[src/rtl/multdiv_stall_controller.sv]
// multdiv_stall_controller
// Execute-stage sequencer for mul/div R-type instructions held in the DX latch.
// It freezes PC/FD/DX and bubbles XM while the multi-cycle multdiv unit runs,
// then presents a registered result and error flag for one DONE cycle, during
// which the instruction is released into XM with its result.
module multdiv_stall_controller #(
  parameter int unsigned MAX_CYCLES = 40,
  parameter logic [4:0]  MUL_ALU_OP = 5'd6,
  parameter logic [4:0]  DIV_ALU_OP = 5'd7
) (
  input  logic        clock,
  input  logic        reset_n,
  input  logic [31:0] DX_Latch_Instr,
  input  logic        flush,
  input  logic [31:0] md_result,
  input  logic        md_exception,
  input  logic        md_resultRDY,
  output logic        ctrl_MULT,
  output logic        ctrl_DIV,
  output logic        pipeline_stall,
  output logic        XM_bubble,
  output logic        md_done,
  output logic [31:0] md_result_out,
  output logic        md_error_out,
  output logic [5:0]  busy_count
);

  typedef enum logic [1:0] {
    S_IDLE = 2'd0,
    S_BUSY = 2'd1,
    S_DONE = 2'd2
  } state_t;

  // busy_count value of the last BUSY cycle allowed before a forced timeout
  localparam logic [5:0] LP_LAST_COUNT = 6'(MAX_CYCLES - 1);

  state_t      r_state;
  logic        r_ctrl_mult;
  logic        r_ctrl_div;
  logic        r_md_done;
  logic [31:0] r_md_result;
  logic        r_md_error;
  logic [5:0]  r_busy_count;

  logic [4:0]  w_opcode;
  logic [4:0]  w_alu_op;
  logic        w_is_mul;
  logic        w_is_div;
  logic        w_is_md;
  logic        w_stall;
  logic        w_unused;

  assign w_opcode = DX_Latch_Instr[31:27];
  assign w_alu_op = DX_Latch_Instr[6:2];
  assign w_is_mul = (w_opcode == 5'd0) && (w_alu_op == MUL_ALU_OP);
  assign w_is_div = (w_opcode == 5'd0) && (w_alu_op == DIV_ALU_OP);
  assign w_is_md  = w_is_mul || w_is_div;

  // Register fields (rd/rs/rt/shamt) play no part in the decode.
  assign w_unused = ^{DX_Latch_Instr[26:7], DX_Latch_Instr[1:0]};

  // Stall is gated by reset_n so an asserted reset forces every output low
  // even while a mul/div still sits in DX.
  assign w_stall = reset_n && !flush &&
                   (((r_state == S_IDLE) && w_is_md) || (r_state == S_BUSY));

  assign pipeline_stall = w_stall;
  assign XM_bubble      = w_stall;
  assign ctrl_MULT      = r_ctrl_mult;
  assign ctrl_DIV       = r_ctrl_div;
  assign md_done        = r_md_done;
  assign md_result_out  = r_md_result;
  assign md_error_out   = r_md_error;
  assign busy_count     = r_busy_count;

  // Sequencer FSM with registered start pulses, done strobe, result and counter.
  always_ff @(posedge clock or negedge reset_n) begin
    if (!reset_n) begin
      r_state      <= S_IDLE;
      r_ctrl_mult  <= 1'b0;
      r_ctrl_div   <= 1'b0;
      r_md_done    <= 1'b0;
      r_md_result  <= '0;
      r_md_error   <= 1'b0;
      r_busy_count <= '0;
    end else begin
      r_ctrl_mult <= 1'b0;
      r_ctrl_div  <= 1'b0;
      r_md_done   <= 1'b0;
      case (r_state)
        S_IDLE: begin
          if (w_is_md && !flush) begin
            r_state      <= S_BUSY;
            r_ctrl_mult  <= w_is_mul;
            r_ctrl_div   <= w_is_div;
            r_busy_count <= '0;
          end
        end
        S_BUSY: begin
          if (flush) begin
            r_state <= S_IDLE;
          end else if (md_resultRDY) begin
            r_state     <= S_DONE;
            r_md_done   <= 1'b1;
            r_md_result <= md_exception ? '0 : md_result;
            r_md_error  <= md_exception;
          end else if (r_busy_count == LP_LAST_COUNT) begin
            r_state     <= S_DONE;
            r_md_done   <= 1'b1;
            r_md_result <= '0;
            r_md_error  <= 1'b1;
          end else if (r_busy_count != '1) begin
            r_busy_count <= r_busy_count + 6'd1;
          end
        end
        S_DONE: begin
          r_state <= S_IDLE;
        end
        default: begin
          r_state <= S_IDLE;
        end
      endcase
    end
  end

endmodule

[config.mk]
export PLATFORM = sky130hd
export DESIGN_NAME = multdiv_stall_controller
export DESIGN_NICKNAME = d
export VERILOG_FILES = /design/src/rtl/multdiv_stall_controller.sv
export SDC_FILE = /design/constraint.sdc
export NUM_CORES = 1
export LEC_CHECK = 0
export BUFFER_PORTS_ARGS = -buffer_cell sky130_fd_sc_hd__buf_4
export CELL_PAD_IN_SITES_DETAIL_PLACEMENT = 0
export CELL_PAD_IN_SITES_GLOBAL_PLACEMENT = 1
export CORE_MARGIN = 1
export CORE_UTILIZATION = 31
export DETAILED_ROUTE_END_ITERATION = 6
export GPL_TIMING_DRIVEN = 0
export PLACE_DENSITY = 0.84
export SYNTH_ARGS = -nofsm -noshare
export SYNTH_HDL_FRONTEND = slang
export SYNTH_SLANG_ARGS = --single-unit
[constraint.sdc]
create_clock -name clock -period 1.9 [get_ports clock]
set_input_delay 0 -clock clock [delete_from_list [all_inputs] [get_ports clock]]
set_output_delay 0 -clock clock [all_outputs]
set_load 0.01 [all_outputs]
==> impl_results.md <==
* Status: finished clean
* TNS Setup at 0 ps
* Final WL at 4670 um
* Gr usage total at ~16%
* Slowest-stage cell, CP: dfrtp_1
* CP Max Fanout at 10
* Initial antenna violation count at 0
* Gr ovfl total at 0
* First-pass GRT wire length at between 7000 and 8000 um
* CP cell instances: ha_4, nand3_1, o31a_1, nand2b_4, buf_6, buf_6, a22o_1
* Combinational Power Share at between 10% and 20%
* Fmax at between 0.5 and 0.6 GHz
* I/O pin total at 113
* Total Die Area at 0.00612 mm^2
* Initial drt markers at 39
* WL/cell at between 10 and 15 um
* Synthesized flop and latch total at 44
* Layout Nets at between 300 and 400
* Worst setup SP type: flop
* Yosys Warn Count at 0
* Post-synth top cells: dfrtp_1 (44), a22o_1 (32), inv_1 (8)
* Num rows at 27
* PortBufs at 90
* Via count at ~1600
* Synthesized area per cell at 13.0 um^2
* Largest net degree at the start of global routing at 46
* Worst skew pair latency at around 290 ps
* Fin cells at around 350
* Hold crit path type: input pin to flop
* Pleak at between 1.5 and 2 nW
* Max stage delay on crit path at approximately 440 ps
* Arrival @ worst endpoint at between 1500 and 2000 ps
* Part of the cycle the worst path needs at just over 90%
* Max-slew violations at 0
* Crit path time final at ~1800 ps
* Buf+Inv Stages, Crit Path at 2
* RePlAce Congestion at between 0.7 and 0.8
* Placed insts at between 300 and 400
* Initial core utilization at roughly a third
* CTS Buf Count at 5
* Layout cells sized above 1 at a little over two fifths
* Root Buffer: clkbuf_8
* Worst path required time at 2080 ps
* First-pass iteration count of the detailed router at 4
* Share of power burned in registers at between 40% and 50%
* Max Cap Viol at 0
* Sequential area share after synthesis at about three fifths
* Most frequent cell on the critical path: buf_6
* Ranking of synthesized cells by area: dfrtp_1 (61%), a22o_1 (16%), buf_6 (2.5%), inv_1 (1.7%), nor2_1 (1.5%)
* WS Path Type: flop to flop
* Utilization after layout at a little under three fifths
* Number of synthesized flops with an enable pin at 0
* Final hold violation count at 0
* # H-tree levels at 2
* Pint at 1.54 mW
* Clock Power Share at between 30% and 40%
* Synthesis-to-layout area growth at 70.1%
* Post-synth top area cell: dfrtp_1
* PwrDens at between 600 and 700 mW/mm^2
* TritonCTS clock tree: built
* Synth cell types at 30
* DRC Markers at 0
* Core Region at around 0.0055 mm^2
* CP delay by family, top: compound AO/OA/AOI/OAI gates
* ANT cells at 0
* Clock Path Buffers at 2
* Synth async-reset ratio at 100%
* ANT nets after route at 0
* Relative slew slack at between 60 and 70%
* Clock sinks at 44
* Top-area cell type share of the netlist area at between 60% and 70%
* Net Sw Power at 412 uW
* Hpwl dp at between 2000 and 3000 um
* Die width at a little under 80 um
* Die Y at a little under 80 um
* Most common cell in the netlist: dfrtp_1
* Nature of the critical path endpoint: flop
* Syn Nets at 209
* Reg clk slew, reported paths at 80 ps
* Max IR drop VDD at around 0.28 mV
* # setup viols final at 0
* Post-synth top flop: dfrtp_1
* Unrepaired setup endpoints after global routing: false
* Switching part of the total at 21.1%
* Max Clock Skew at between 10 and 15 ps
* Mapped Area at 0.00180 mm^2
* Synth Instances at around 140
* Vias in the first global route at roughly 1600
* Via-per-instance ratio at 4.71
* Pin slew with the least headroom to its limit at around 560 ps
## area by class of cell
type,count,area (um^2)
tap,72,90.1
clock inverter,2,38.8
fill,484,2480
sequential,44,1100
multi-input combinational,77,604
timing repair buffer,127,1040
inverter,8,30.0
buffer,10,77.6
clock buffer,6,82.6
## cell families after synthesis
logic type	share of synthesized area [%]
compound gates	20.8
mux	1.18
buf+inv	5.98
simple gates	9.73
flops	61.2
xor+xnor	0.487
fa+ha+maj	0.695
## registers in the layout (all words and copies together) (netlist names)
signal         count
ctrl_MULT          1
ctrl_DIV           1
busy_count         6
r_state            2
md_result_out     32
md_error_out       1
md_done            1
## per-layer routing
layer / track usage, % / routed length (um)
met1: 19.2 / 1890
met2: 28.5 / 2460
met3: 4.77 / 285
met4: 4.44 / 38
met5: 0 / 0
## tightest hold or removal path, delay by kind of cell
family	cells	cell delay, ps
buf+inv	1	110
simple gates	3	180
## per-stage QoR
step | worst slack, ps | area [um^2] | total power, mW | hold slack (ps)
finish | 133 | 3060 | 1.95 | 31.7
global route | 14.1 | 3060 | 2.04 | 45.2
CTS | 88.8 | 3030 | 1.97 | 21.2
detailed placement | 100 | 2570 | 1.16 | 36.9
global placement | 112 | 2570 | 1.16 | 31.5
floorplan | 191 | 1800 | 1.03 | -296
## worst paths after layout
check	from	to	slack, ps	cells after the start
max	busy_count[0]	md_result_out[1]	130	7
min in group asynchronous	reset_n	busy_count[5]	240	2
max in group asynchronous	reset_n	md_result_out[17]	1280	2
min	flush	r_state[0]	30	4
min reg2reg	md_result_out[10]	md_result_out[10]	510	1
max reg2reg	busy_count[0]	md_result_out[1]	130	7
## layout by cell type (no fill, tap or decap), types with 2 or more instances in the layout
cell type / netlist / routed
a31oi_1: 2 / 2
dlygate4sd3_1: 0 / 34
nor2_1: 7 / 7
buf_4: 1 / 94
nand3_1: 3 / 3
inv_1: 8 / 8
nand2_1: 3 / 3
a22o_1: 32 / 32
nand4_1: 2 / 2
nor3_1: 2 / 2
buf_6: 4 / 4
buf_2: 5 / 5
a21oi_1: 4 / 4
nand2b_1: 3 / 3
o2bb2ai_1: 3 / 3
dfrtp_1: 44 / 44
nor2b_1: 2 / 2
clkbuf_8: 0 / 6
## what timing repair did
item / in CTS / in global routing
setup endpoints to repair: 0 / 28
hold buffers: 34 / 0
gates resized for setup: 0 / 2
endpoints found under the hold margin: 78 / 0
buffers inserted: 0 / 3
## power groups by stage
stage          clock network, mW  logic (mW)  registers (mW)
2_1_floorplan                  0      0.0299           0.999
3_3_place_gp                   0       0.170           0.990
3_5_place_dp                   0       0.173           0.990
4_1_cts                    0.771       0.229           0.972
5_1_grt                    0.812       0.248           0.976
6_report                   0.747       0.230           0.973
(Power assumes the default switching activity.)
